`src/rtl/seq_pkg.sv`:
```
// Shared types for the RemoteComm command sequencer: FSM states, failure codes, index-width helper.
package seq_pkg;

    typedef enum logic [2:0] {
        IDLE,
        SEND,
        WAIT_SNT,
        WAIT_RESP,
        CHECK,
        NEXT,
        DONE
    } seq_state_t;

    typedef enum logic [1:0] {
        FC_NONE,
        FC_MISMATCH,
        FC_TIMEOUT
    } fail_code_t;

    // A single-entry table still needs a 1-bit index signal.
    function automatic int unsigned idx_width(input int unsigned n);
        return (n > 1) ? $clog2(n) : 1;
    endfunction

endpackage

```
`src/rtl/seq_timeout_cnt.sv`:
```
// Per-step timeout counter: cleared on clr, counts while en, flags the TMO_CYCLES-th enabled cycle.
module seq_timeout_cnt #(
    parameter int unsigned TMO_W      = 20,
    parameter int unsigned TMO_CYCLES = 500000
) (
    input  logic clk,
    input  logic rst,
    input  logic clr,
    input  logic en,
    output logic expired
);

    localparam logic [TMO_W-1:0] LAST = TMO_W'(TMO_CYCLES - 1);

    logic [TMO_W-1:0] cnt_q;
    logic [TMO_W-1:0] cnt_d;

    // cnt_q holds the number of enabled cycles already elapsed, so the
    // expiring cycle is the TMO_CYCLES-th one spent waiting.
    assign expired = en && (cnt_q == LAST);

    always_comb begin
        cnt_d = cnt_q;
        if (clr) begin
            cnt_d = '0;
        end else if (en && !expired) begin
            cnt_d = cnt_q + TMO_W'(1);
        end
    end

    always_ff @(posedge clk) begin
        if (rst) begin
            cnt_q <= '0;
        end else begin
            cnt_q <= cnt_d;
        end
    end

endmodule

```
`src/rtl/rcom_cmd_sequencer.sv`:
```
// Table-driven RemoteComm command sequencer with per-step timeout and response check.
// Optional macro SEQ_STOP_ON_FAIL_EN: end the sequence at the first mismatch or timeout.
module rcom_cmd_sequencer
    import seq_pkg::*;
#(
    parameter int unsigned DEPTH      = 8,
    parameter int unsigned CMD_W      = 16,
    parameter int unsigned RESP_W     = 8,
    parameter int unsigned TMO_W      = 20,
    parameter int unsigned TMO_CYCLES = 500000,
    localparam int unsigned IDX_W     = idx_width(DEPTH),
    localparam int unsigned CNT_W     = $clog2(DEPTH + 1)
) (
    input  logic              clk,
    input  logic              rst,
    input  logic              tbl_we,
    input  logic [IDX_W-1:0]  tbl_addr,
    input  logic [CMD_W-1:0]  tbl_cmd,
    input  logic [RESP_W-1:0] tbl_exp,
    input  logic [CNT_W-1:0]  num_cmds,
    input  logic              start,
    output logic [CMD_W-1:0]  cmd,
    output logic              snd_cmd,
    input  logic              cmd_snt,
    input  logic              resp_rdy,
    input  logic [RESP_W-1:0] resp,
    output logic              busy,
    output logic              done,
    output logic              pass,
    output logic [IDX_W-1:0]  fail_idx,
    output logic [1:0]        fail_code,
    output logic [CNT_W-1:0]  pass_cnt
);

    seq_state_t        state_q;
    logic [CMD_W-1:0]  tbl_cmd_q [DEPTH];
    logic [RESP_W-1:0] tbl_exp_q [DEPTH];
    logic [CMD_W-1:0]  cmd_q;
    logic              snd_q;
    logic              busy_q;
    logic              done_q;
    logic              pass_q;
    logic [IDX_W-1:0]  step_q;
    logic [IDX_W-1:0]  fail_idx_q;
    fail_code_t        fail_code_q;
    logic [CNT_W-1:0]  pass_cnt_q;
    logic [CNT_W-1:0]  num_q;
    logic [RESP_W-1:0] resp_q;

    logic              tmo_clr;
    logic              tmo_en;
    logic              tmo_expired;
    logic [CNT_W-1:0]  num_clamped;
    logic              last_step;
    logic [IDX_W-1:0]  step_nxt;

    assign num_clamped = (num_cmds > CNT_W'(DEPTH)) ? CNT_W'(DEPTH) : num_cmds;
    assign last_step   = ((CNT_W'(step_q) + CNT_W'(1)) == num_q);
    assign step_nxt    = step_q + IDX_W'(1);
    assign tmo_clr     = (state_q == SEND);
    assign tmo_en      = (state_q == WAIT_SNT) || (state_q == WAIT_RESP);

    seq_timeout_cnt #(
        .TMO_W      (TMO_W),
        .TMO_CYCLES (TMO_CYCLES)
    ) u_tmo (
        .clk     (clk),
        .rst     (rst),
        .clr     (tmo_clr),
        .en      (tmo_en),
        .expired (tmo_expired)
    );

    always_ff @(posedge clk) begin
        if (tbl_we && !busy_q && (32'(tbl_addr) < DEPTH)) begin
            tbl_cmd_q[tbl_addr] <= tbl_cmd;
            tbl_exp_q[tbl_addr] <= tbl_exp;
        end
    end

    always_ff @(posedge clk) begin
        if (rst) begin
            state_q     <= IDLE;
            cmd_q       <= '0;
            snd_q       <= 1'b0;
            busy_q      <= 1'b0;
            done_q      <= 1'b0;
            pass_q      <= 1'b0;
            step_q      <= '0;
            fail_idx_q  <= '0;
            fail_code_q <= FC_NONE;
            pass_cnt_q  <= '0;
            num_q       <= '0;
            resp_q      <= '0;
        end else begin
            snd_q  <= 1'b0;
            done_q <= 1'b0;
            unique case (state_q)
                IDLE: begin
                    if (start) begin
                        pass_cnt_q  <= '0;
                        fail_code_q <= FC_NONE;
                        fail_idx_q  <= '0;
                        pass_q      <= 1'b1;
                        step_q      <= '0;
                        num_q       <= num_clamped;
                        busy_q      <= 1'b1;
                        if (num_clamped == '0) begin
                            state_q <= DONE;
                            done_q  <= 1'b1;
                        end else begin
                            state_q <= SEND;
                            snd_q   <= 1'b1;
                            cmd_q   <= tbl_cmd_q[0];
                        end
                    end
                end
                SEND: state_q <= WAIT_SNT;
                // Both wait states share one body: a response in WAIT_SNT only
                // counts alongside cmd_snt, and any event beats the timeout.
                WAIT_SNT, WAIT_RESP: begin
                    if (resp_rdy && (state_q == WAIT_RESP || cmd_snt)) begin
                        resp_q  <= resp;
                        state_q <= CHECK;
                    end else if (state_q == WAIT_SNT && cmd_snt) begin
                        state_q <= WAIT_RESP;
                    end else if (tmo_expired) begin
                        pass_q <= 1'b0;
                        if (fail_code_q == FC_NONE) begin
                            fail_code_q <= FC_TIMEOUT;
                            fail_idx_q  <= step_q;
                        end
`ifdef SEQ_STOP_ON_FAIL_EN
                        state_q <= DONE;
                        done_q  <= 1'b1;
`else
                        state_q <= NEXT;
`endif
                    end
                end
                CHECK: begin
                    if (resp_q == tbl_exp_q[step_q]) begin
                        pass_cnt_q <= pass_cnt_q + CNT_W'(1);
                        state_q    <= NEXT;
                    end else begin
                        pass_q <= 1'b0;
                        if (fail_code_q == FC_NONE) begin
                            fail_code_q <= FC_MISMATCH;
                            fail_idx_q  <= step_q;
                        end
`ifdef SEQ_STOP_ON_FAIL_EN
                        state_q <= DONE;
                        done_q  <= 1'b1;
`else
                        state_q <= NEXT;
`endif
                    end
                end
                NEXT: begin
                    if (last_step) begin
                        state_q <= DONE;
                        done_q  <= 1'b1;
                    end else begin
                        step_q  <= step_nxt;
                        state_q <= SEND;
                        snd_q   <= 1'b1;
                        cmd_q   <= tbl_cmd_q[step_nxt];
                    end
                end
                DONE: begin
                    state_q <= IDLE;
                    busy_q  <= 1'b0;
                end
                default: begin
                    state_q <= IDLE;
                    busy_q  <= 1'b0;
                end
            endcase
        end
    end

    assign cmd       = cmd_q;
    assign snd_cmd   = snd_q;
    assign busy      = busy_q;
    assign done      = done_q;
    assign pass      = pass_q;
    assign fail_idx  = fail_idx_q;
    assign fail_code = fail_code_q;
    assign pass_cnt  = pass_cnt_q;

endmodule
```
`config.mk`:
```
export PLATFORM = sky130hd
export DESIGN_NAME = rcom_cmd_sequencer
export DESIGN_NICKNAME = d
export VERILOG_FILES = /design/src/rtl/seq_pkg.sv /design/src/rtl/seq_timeout_cnt.sv /design/src/rtl/rcom_cmd_sequencer.sv
export SDC_FILE = /design/constraint.sdc
export NUM_CORES = 1
export LEC_CHECK = 0
export ABC_AREA = 0
export CORE_AREA = 2 2 137 139
export DETAILED_ROUTE_END_ITERATION = 6
export DIE_AREA = 0 0 139 141
export PLACE_DENSITY = 0.9
export SYNTH_ARGS = -nofsm -noshare
export SYNTH_HDL_FRONTEND = slang
export SYNTH_SLANG_ARGS = --single-unit
```
`constraint.sdc`:
```
create_clock -name clk -period 11.8 [get_ports clk]
set_clock_uncertainty 0.1 [all_clocks]
set_input_delay 2.36 -clock clk [delete_from_list [all_inputs] [get_ports clk]]
set_output_delay 2.36 -clock clk [all_outputs]
set_load 0.005 [all_outputs]
```
# After elaboration in Yosys (flattened, before gate mapping)
# Memory sizes are Yosys's and may differ from the RTL's. A register that Yosys moved wholly into a read port is not among the register bits.
# Index checks and enable logic that the tools add are counted.
# totals
register_bits	67
latch_bits	0
mem_bits_rw	192
rom_bits	0
input_bits	45
elab_cells	118
memories	2
# classes
n_addsub	4
mul	0
n_div	0
magnitude_cmp	1
n_eq_ne	19
shifts	0
mux	51
bitwise_logic	1
n_reduce_logical	27
# mem_list
name	depth	word_bits	rd	rd_clocked_by_memory_dff	write_ports	line	text
tbl_cmd_q	8	16	2	0	1	rcom_cmd_sequencer.sv:36	logic [CMD_W-1:0] tbl_cmd_q [DEPTH];
tbl_exp_q	8	8	1	1	1	rcom_cmd_sequencer.sv:37	logic [RESP_W-1:0] tbl_exp_q [DEPTH];
# op_table
operator	n
two-way mux 16 bit	3
two-way mux 3 bit	15
one-hot mux 16 bit (2 select lines)	1
adder 20 x 1 -> 20 bit, second input constant	1
equality test 20 x 19 -> 1 bit, second input constant	1
!= test 2 bit, second input constant	9
one-hot mux 3 bit (5 select lines)	1
two-way mux 2 bit	7
two-way mux 1 bit	13
two-way mux 4 bit	3
one-hot mux 3 bit (3 select lines)	1
equality test 8 bit	1
one-hot mux 4 bit (2 select lines)	1
AND reduction 2 bit	4
AND reduction 8 bit	1
equality test 3 x 2 -> 1 bit, second input constant	2
equality test 3 bit, second input constant	2
one-hot mux 1 bit (2 select lines)	3
one-hot mux 2 bit (3 select lines)	1
one-hot mux 3 bit (2 select lines)	1
AND reduction 3 bit	2
AND reduction 6 bit	1
logical AND 1 bit	5
OR reduction 5 bit	1
other kinds (19)	23

# Logic depth before layout (Yosys ltp)
# Gate-level depths: netlist of run 1.
# depth
ltp_word	7
ltp_mapped	8
ltp_nobuf	7

# By module
# A second synthesis of run 1 with hierarchy kept.
# hier_totals
hier_cells	698
area_unflattened_um2	10630.2
# by_module_without_submodules
module	n_inst	cells_per_inst	area_each_um2	seq_area_each_um2
rcom_cmd_sequencer	1	583	9629.2	6766.5
seq_timeout_cnt	1	115	1001.0	400.4

# Least setup slack after synthesis of run 1
# No wires, ideal clock.
# synth_path
kind	input to register
from	input tbl_addr[2]
to	memory tbl_cmd_q[1][0] (enable)
setup_ps	468
t_arrival_ps	4807
t_required_ps	11232
slack_ps	6425
path_stages	1
cell_sequence	nor4_1
# synth_lines
item	line	text
start: declaration	rcom_cmd_sequencer.sv:17	input logic [IDX_W-1:0] tbl_addr,
end: declaration	rcom_cmd_sequencer.sv:36	
# No word-level cell before the write port.

# Worst setup path after layout of run 1
# layout_path
from	input start
to	register snd_q, in the netlist snd_cmd
# layout_between
elab_chain_cells	2
# layout_rtl
item	line	text
start: declaration	rcom_cmd_sequencer.sv:21	input logic start,
two-way mux 1 bit	rcom_cmd_sequencer.sv:100	if (start) begin
one-hot mux 1 bit (2 select lines)	rcom_cmd_sequencer.sv:98	unique case (state_q)
end signal: assignment	rcom_cmd_sequencer.sv:85	snd_q <= 1'b0;
end signal: assignment	rcom_cmd_sequencer.sv:96	snd_q <= 1'b0;
end signal: assignment	rcom_cmd_sequencer.sv:113	snd_q <= 1'b1;
end: declaration	rcom_cmd_sequencer.sv:39	logic snd_q;
# Every way passes these cells.
# A chain may end at the register's enable or synchronous reset.

==> run_results.csv, run 1 <==
group,metric,value,unit
timing,grt_setup_unrepaired,"false",
power,vdd_drop_max,0.114,mV
synth,synthDistinctLibCells,57,
timing,hold_viol,0,
grt,first_global_vias,6485,
setup_path,worstRegToRegCells,6,
worst_hold_path,whs_path_depth,2,
synth,syn_avg_cell_area,15.1,um^2
route,ant_nets,0,
die,dieHeight,141,um
placement,place.gp.congestion,0.792,
die,rows,50,
worst_hold_path,hold_end,"u_tmo.cnt_q[1]",
die,die_area,19600,um^2
setup_path,cp.required,12.10,ns
power,power_frac_seq,48.8,%
route,drc,0,
setup_path,r2r_end,"fail_idx[2]",
route,wire_per_inst,23.0,um
placement,numPortBuffers,73,
die,core_area,18300,um^2
power,intPower,0.00167,W
route,vias,6682,
setup_path,cp.arrival,5.12,ns
die,top_level_ports,74,
setup_path,critical_path_class,"input pin to flip-flop",
timing,setup_tns,0,ns
clocking,clock-sinks,262,
timing,post-route-min-period,4.82,ns
job,maxCapViolCount,0,
clocking,ctsHoldBuffers,0,
grt,grt_overflow,0,
timing,min_period_over_period,40.9,%
grt,gr-usage-all-layers,24.0,%
worst_hold_path,min_path_type,"flip-flop to flip-flop",
clocking,clk_latency,0.52,ns
route,drtIter0Drc,638,
timing,drv_slew,0,
final_layout,multi_input_area,3390,um^2
power,leakage,3.96,nW
timing,tightest_slew,1.09,ns
setup_path,worstPathCellList,"clkdlybuf4s50_1, nor4b_2, nand2_1, a2111oi_0",
route,routed_wirelength,23800,um
clocking,post_cts.repair.setup_buffers,0,
synth,synth_top_flop_cell,"edfxtp_1",
clocking,cts_tree,"built",
setup_path,max_stage_delay,0.90,ns
timing,relSlewSlack,27.2,%
setup_path,slowest_stage,"nor4b_2",
grt,grt_start_max_net_pins,49,
power,p_comb_share,13.6,%
route,firstDrtPassIters,5,
final_layout,layout.nets,832,
synth,ys_ff_latch,262,
synth,synth.cell_area,10700,um^2
synth,synth-edff-count,192,
final_layout,num-fill-cells,1101,
clocking,clk_pin_slew,0.06,ns
final_layout,regArea,7170,um^2
timing,max_freq,207,MHz
power,powerDensity,177,nW/um^2
die,start_util,58.6,%
synth,synth_cells,710,
synth,synth_nets,758,
synth,async_flop_share,0,%
power,clockPowerShare,37.6,%
die,chipWidth,139,um
clocking,clockRootBuffer,"clkbuf_16",
synth,yosysWarningCount,0,
worst_hold_path,min_from,"u_tmo.cnt_q[1]",
setup_path,crit_fanout,17,
clocking,cts_resized,0,
placement,hpwlAfterDp,13700,um
synth,ys_seq_area_share,66.9,%
placement,place_area,11700,um^2
power,net-switching-power,0.000554,W
final_layout,final_area,12600,um^2
clocking,clock_path_buffers,3,
power,switching_share,24.9,%
final_layout,n_antenna_cell,0,
grt,antenna_found_initial,0,
clocking,cts_buffers,26,
route,via_per_inst,6.44,
grt,grt_pass1_wl,36500,um
status,status,"completed",
setup_path,critPathCaptureType,"flip-flop",
power,power,0.00223,W
final_layout,layout-drive-gt1-share,13.3,%
clocking,cts_htree_levels,1,
timing,setup_viol,0,
setup_path,startpoint_type,"input pin",
final_layout,syn_to_final_growth,17.4,%
setup_path,rrSetupSlack,8.60,ns
-- cell type report --
type                    instances  area share [%]
flip-flops and latches        262            57.0
multi-input cells             403            27.0
repair buffers                 86            6.55
clock buffers                  32            5.53
well taps                     234            2.33
clock inverters                15            1.44
inverters                       5           0.149
-- power groups by stage --
stage / clock network [W] / registers (W) / logic, W
floorplan: 0 / 0.00108 / 0.000195
CTS: 0.000845 / 0.00108 / 0.000301
global placement: 0 / 0.00110 / 0.000285
finish: 0.000837 / 0.00109 / 0.000304
global route: 0.000877 / 0.00109 / 0.000326
detailed placement: 0 / 0.00110 / 0.000295
-- per-layer routing --
metal | track usage, % | up-vias | share of wire, %
met2 | 39.9 | 350 | 49
met4 | 8.03 | 0 | 2.6
met3 | 4.21 | 54 | 8.1
li1 | - | 2955 | -
met5 | 0 | - | 0
met1 | 32.7 | 3323 | 40
-- Yosys cell counts (5+ instances only) --
library cell | n | share of area [%]
edfxtp_1 | 192 | 54
dfxtp_1 | 70 | 13
nand2_1 | 46 | 1.6
mux2i_1 | 42 | 3.9
a21oi_1 | 40 | 1.9
mux4_2 | 35 | 7.4
nor2_1 | 35 | 1.2
nand3_1 | 33 | 1.5
clkbuf_1 | 26 | 0.91
o221ai_1 | 17 | 1.4
xor2_1 | 14 | 1.1
nor3_1 | 10 | 0.47
o21ai_0 | 10 | 0.47
mux4_1 | 9 | 2.2
nand4_1 | 8 | 0.47
nor4_1 | 8 | 0.47
or3_1 | 8 | 0.47
buf_2 | 7 | 0.33
or4_1 | 7 | 0.49
o31ai_1 | 6 | 0.42
xnor2_1 | 6 | 0.49
and3_1 | 5 | 0.29
inv_1 | 5 | 0.18
nor2b_1 | 5 | 0.29
-- critical path, delay by kind of cell --
| family | cells | cell delay [ns] |
|---|---|---|
| and+or+nand+nor | 2 | 1.67 |
| buffers and inverters | 1 | 0.54 |
| AOI/OAI and AO/OA | 1 | 0.55 |
-- state kept, by name, indices dropped and copies added (netlist names), named ones only --
signal,cells
busy,1
cmd,16
done,1
fail_code,2
fail_idx,3
num_q,4
pass,1
pass_cnt,4
resp_q,8
snd_cmd,1
state_q,3
step_q,3
tbl_cmd_q,128
tbl_exp_q,64
u_tmo.cnt_q,20
-- how the worst max path moves through the flow --
stage / slack, ns / endpoint / start / cells past startpoint
final: 6.98 / snd_cmd / start / 4
after detailed placement: 6.55 / snd_cmd / start / 4
after global placement: 6.63 / snd_cmd / start / 4
after global routing: 6.85 / snd_cmd / start / 4
after floorplan: 6.42 / tbl_cmd_q[1][0] / tbl_addr[2] / 1
after CTS: 7.03 / snd_cmd / start / 4
-- cell families (layout without fill, tap and decap cells) --
family	Yosys count	in the layout	synth area share, %
AO/OA/AOI/OAI	102	102	6.32
adder cells (fa/ha/maj)	3	3	0.351
buffers and inverters	45	138	1.90
flip-flops	262	262	66.9
multiplexers	86	86	13.5
XOR/XNOR	21	21	1.79
AND/OR/NAND/NOR	191	191	9.20
-- stage by stage --
stage          hold WS [ns]  worst slack, ns  instances  utilization, %
2_1_floorplan         0.344             6.42        710               -
3_3_place_gp          0.353             6.63        990            64.0
3_5_place_dp          0.367             6.55        990            64.0
4_1_cts               0.379             7.03       1037            68.8
5_1_grt               0.402             6.85       1037            68.8
6_report              0.378             6.98       1037            68.8
-- placed cells by master, fill, tap and decap left out, types with 27 or more instances in the layout --
master           synthesis  layout
clkbuf_16                0      27
mux2i_1                 42      42
dfxtp_1                 70      69
clkdlybuf4s50_1          0      72
nor2_1                  35      32
mux4_2                  35      35
nand2_1                 46      46
a21oi_1                 40      40
nand3_1                 33      33
edfxtp_1               192     192
Note: power is estimated with default switching activity, not from simulation.
==> run 2: changes to the inputs <==
- CORE_AREA: 2 2 137 139 -> 2 2 138 140
- DIE_AREA: 0 0 139 141 -> 0 0 140 142
- PLACE_DENSITY: 0.9 -> 0.89
- clock period: 11.8 -> 5 ns (I/O delays scaled with it)
==> run 2 against run 1 <==
Wire length fell by 3.7%. Via count down 1.4%. Total power grew 140%. The run now ends with DRC left. Core utilization fell by 0.56 points. Setup slack worse by 5.2 ns. Hold slack worse by 0.0076 ns. Sequential cell count is the same. Sequential power up 130%.
==> run_results.csv, run 2 (synthesis gave the netlist of run 1 again) <==
group,metric,value,unit
status,status,"finished, violations left",
status,violations,"DRC",
grt,gr-usage-all-layers,23.6,%
final_layout,top_register,"tbl_cmd_q",
power,p_comb_share,13.4,%
die,start_util,58.0,%
timing,whs,0.370,ns
setup_path,cp_top_family,"multiplexers",
timing,post-route-min-period,3.19,ns
final_layout,layout_top_registers,"tbl_cmd_q: 128 flops, tbl_exp_q: 64 flops, u_tmo.cnt_q: 20 flops",
grt,grt_start_max_net_pins,49,
power,leakage,3.97,nW
setup_path,cp_common_cell,"mux2i_1",
grt,grt_pass1_wl,36000,um
clocking,post_cts.repair.setup_buffers,0,
power,power,0.00525,W
setup_path,max_stage_delay,0.83,ns
route,drc,12,
power,net-switching-power,0.00132,W
job,maxCapViolCount,0,
setup_path,slowest_stage,"dfxtp_1",
power,clockPowerShare,37.8,%
route,drtIter0Drc,722,
timing,setup_viol,0,
final_layout,syn_to_final_growth,17.6,%
route,firstDrtPassIters,7,
route,vias,6591,
clocking,clock-sinks,262,
die,chipWidth,140,um
final_layout,final_common_cell,"edfxtp_1",
power,intPower,0.00393,W
timing,tightest_slew,1.29,ns
timing,drv_slew,0,
placement,numPortBuffers,73,
power,switching_share,25.2,%
clocking,clk_pin_slew,0.06,ns
final_layout,final_cell_mix,"192 x edfxtp_1, 72 x clkdlybuf4s50_1, 69 x dfxtp_1, 46 x nand2_1, 42 x mux2i_1",
setup_path,cp.arrival,3.55,ns
worst_hold_path,min_path_type,"flip-flop to flip-flop",
clocking,cts_tree,"built",
power,vdd_drop_max,0.439,mV
final_layout,final_area,12600,um^2
die,top_level_ports,74,
route,via_per_inst,6.33,
clocking,cts_htree_levels,1,
route,routed_wirelength,22900,um
grt,grt_overflow,0,
timing,setup_tns,0,ns
setup_path,worstPathCellList,"mux4_1, mux2i_1, xor2_1, or2b_1, nor4_1, mux2i_1",
setup_path,critical_path_class,"flip-flop to flip-flop",
timing,hold_viol,0,
timing,max_freq,313,MHz
power,power_frac_seq,48.8,%
timing,min_period_over_period,63.8,%
placement,place.gp.congestion,0.803,
setup_path,startpoint_type,"flip-flop",
setup_path,critPathCaptureType,"flip-flop",
route,wire_per_inst,22.0,um
die,die_area,19900,um^2
setup_path,crit_buf_inv,0,
clocking,clockRootBuffer,"clkbuf_16",
clocking,cts_buffers,26,
die,dieHeight,142,um
grt,antenna_found_initial,1,
clocking,ctsHoldBuffers,0,
final_layout,layout-drive-gt1-share,13.6,%
die,core_area,18500,um^2
power,powerDensity,417,nW/um^2
setup_path,crit_fanout,16,
clocking,cts_resized,0,
timing,grt_setup_unrepaired,"false",
placement,hpwlAfterDp,14000,um
die,rows,50,
grt,first_global_vias,6657,
placement,place_area,11700,um^2
timing,relSlewSlack,13.9,%
route,ant_nets,0,
setup_path,cp.required,5.36,ns
final_layout,largest_reg_flops,128,
final_layout,layout.nets,834,
clocking,clock_path_buffers,3,
clocking,clk_latency,0.54,ns
==> run 2: cell count changes in the layout (fill, tap and decap cells not counted) <==
cell,before,now
clkbuf_1,5,4
clkinv_1,2,3
inv_6,0,1
inv_8,1,0
diode_2,0,2
nor2_2,2,3
clkinv_16,0,1
nor2_4,1,0
clkbuf_16,27,26
clkinv_4,0,1
buf_4,13,15
==> run 2: worst register-to-register path: cells and delay by family (launching register included) <==
family / cells / cell delay, ns
flops: 1 / 0.83
simple gates: 2 / 0.74
xor+xnor: 1 / 0.22
mux: 3 / 1.24
==> run 2: layout make-up <==
cell class | instances | area [um^2]
repair buffers | 88 | 838
clock inverters | 18 | 221
inverters | 5 | 18.8
fillers | 1179 | 5860
multi-input cells | 403 | 3380
well taps | 234 | 293
flip-flops and latches | 262 | 7170
clock buffers | 30 | 666
diodes | 2 | 5.00
==> run 2: path summary, 6_finish.rpt <==
path	endpoint	slack, ns	cells past startpoint	from
max reg2reg	pass_cnt[3]	1.81	6	flip-flop
min	cmd[0]	0.37	2	cmd[0]
min reg2reg	cmd[0]	0.37	2	cmd[0]
max	pass_cnt[3]	1.81	6	flip-flop
==> run 2: metrics by stage <==
step | instances | setup WS (ns) | util (%)
floorplan | 710 | 0.985 | -
global placement | 992 | 1.66 | 63.4
detailed placement | 992 | 1.55 | 63.4
CTS | 1040 | 1.80 | 68.2
global route | 1040 | 1.54 | 68.2
finish | 1042 | 1.81 | 68.2
==> run 2: power by group through the flow <==
stage	logic, W	registers (W)	clock network (W)
5_1_grt	0.000768	0.00257	0.00210
3_5_place_dp	0.000691	0.00260	0
3_3_place_gp	0.000666	0.00260	0
6_report	0.000704	0.00256	0.00198
4_1_cts	0.000702	0.00256	0.00201
2_1_floorplan	0.000461	0.00254	0
==> run 2: layer usage <==
layer,GRT usage (%),up-vias,share of wire [%]
met5,0,-,0
met4,8.19,0,2.9
met3,4.21,62,7.0
met2,41.2,265,51
met1,30.2,3304,39
li1,-,2960,-
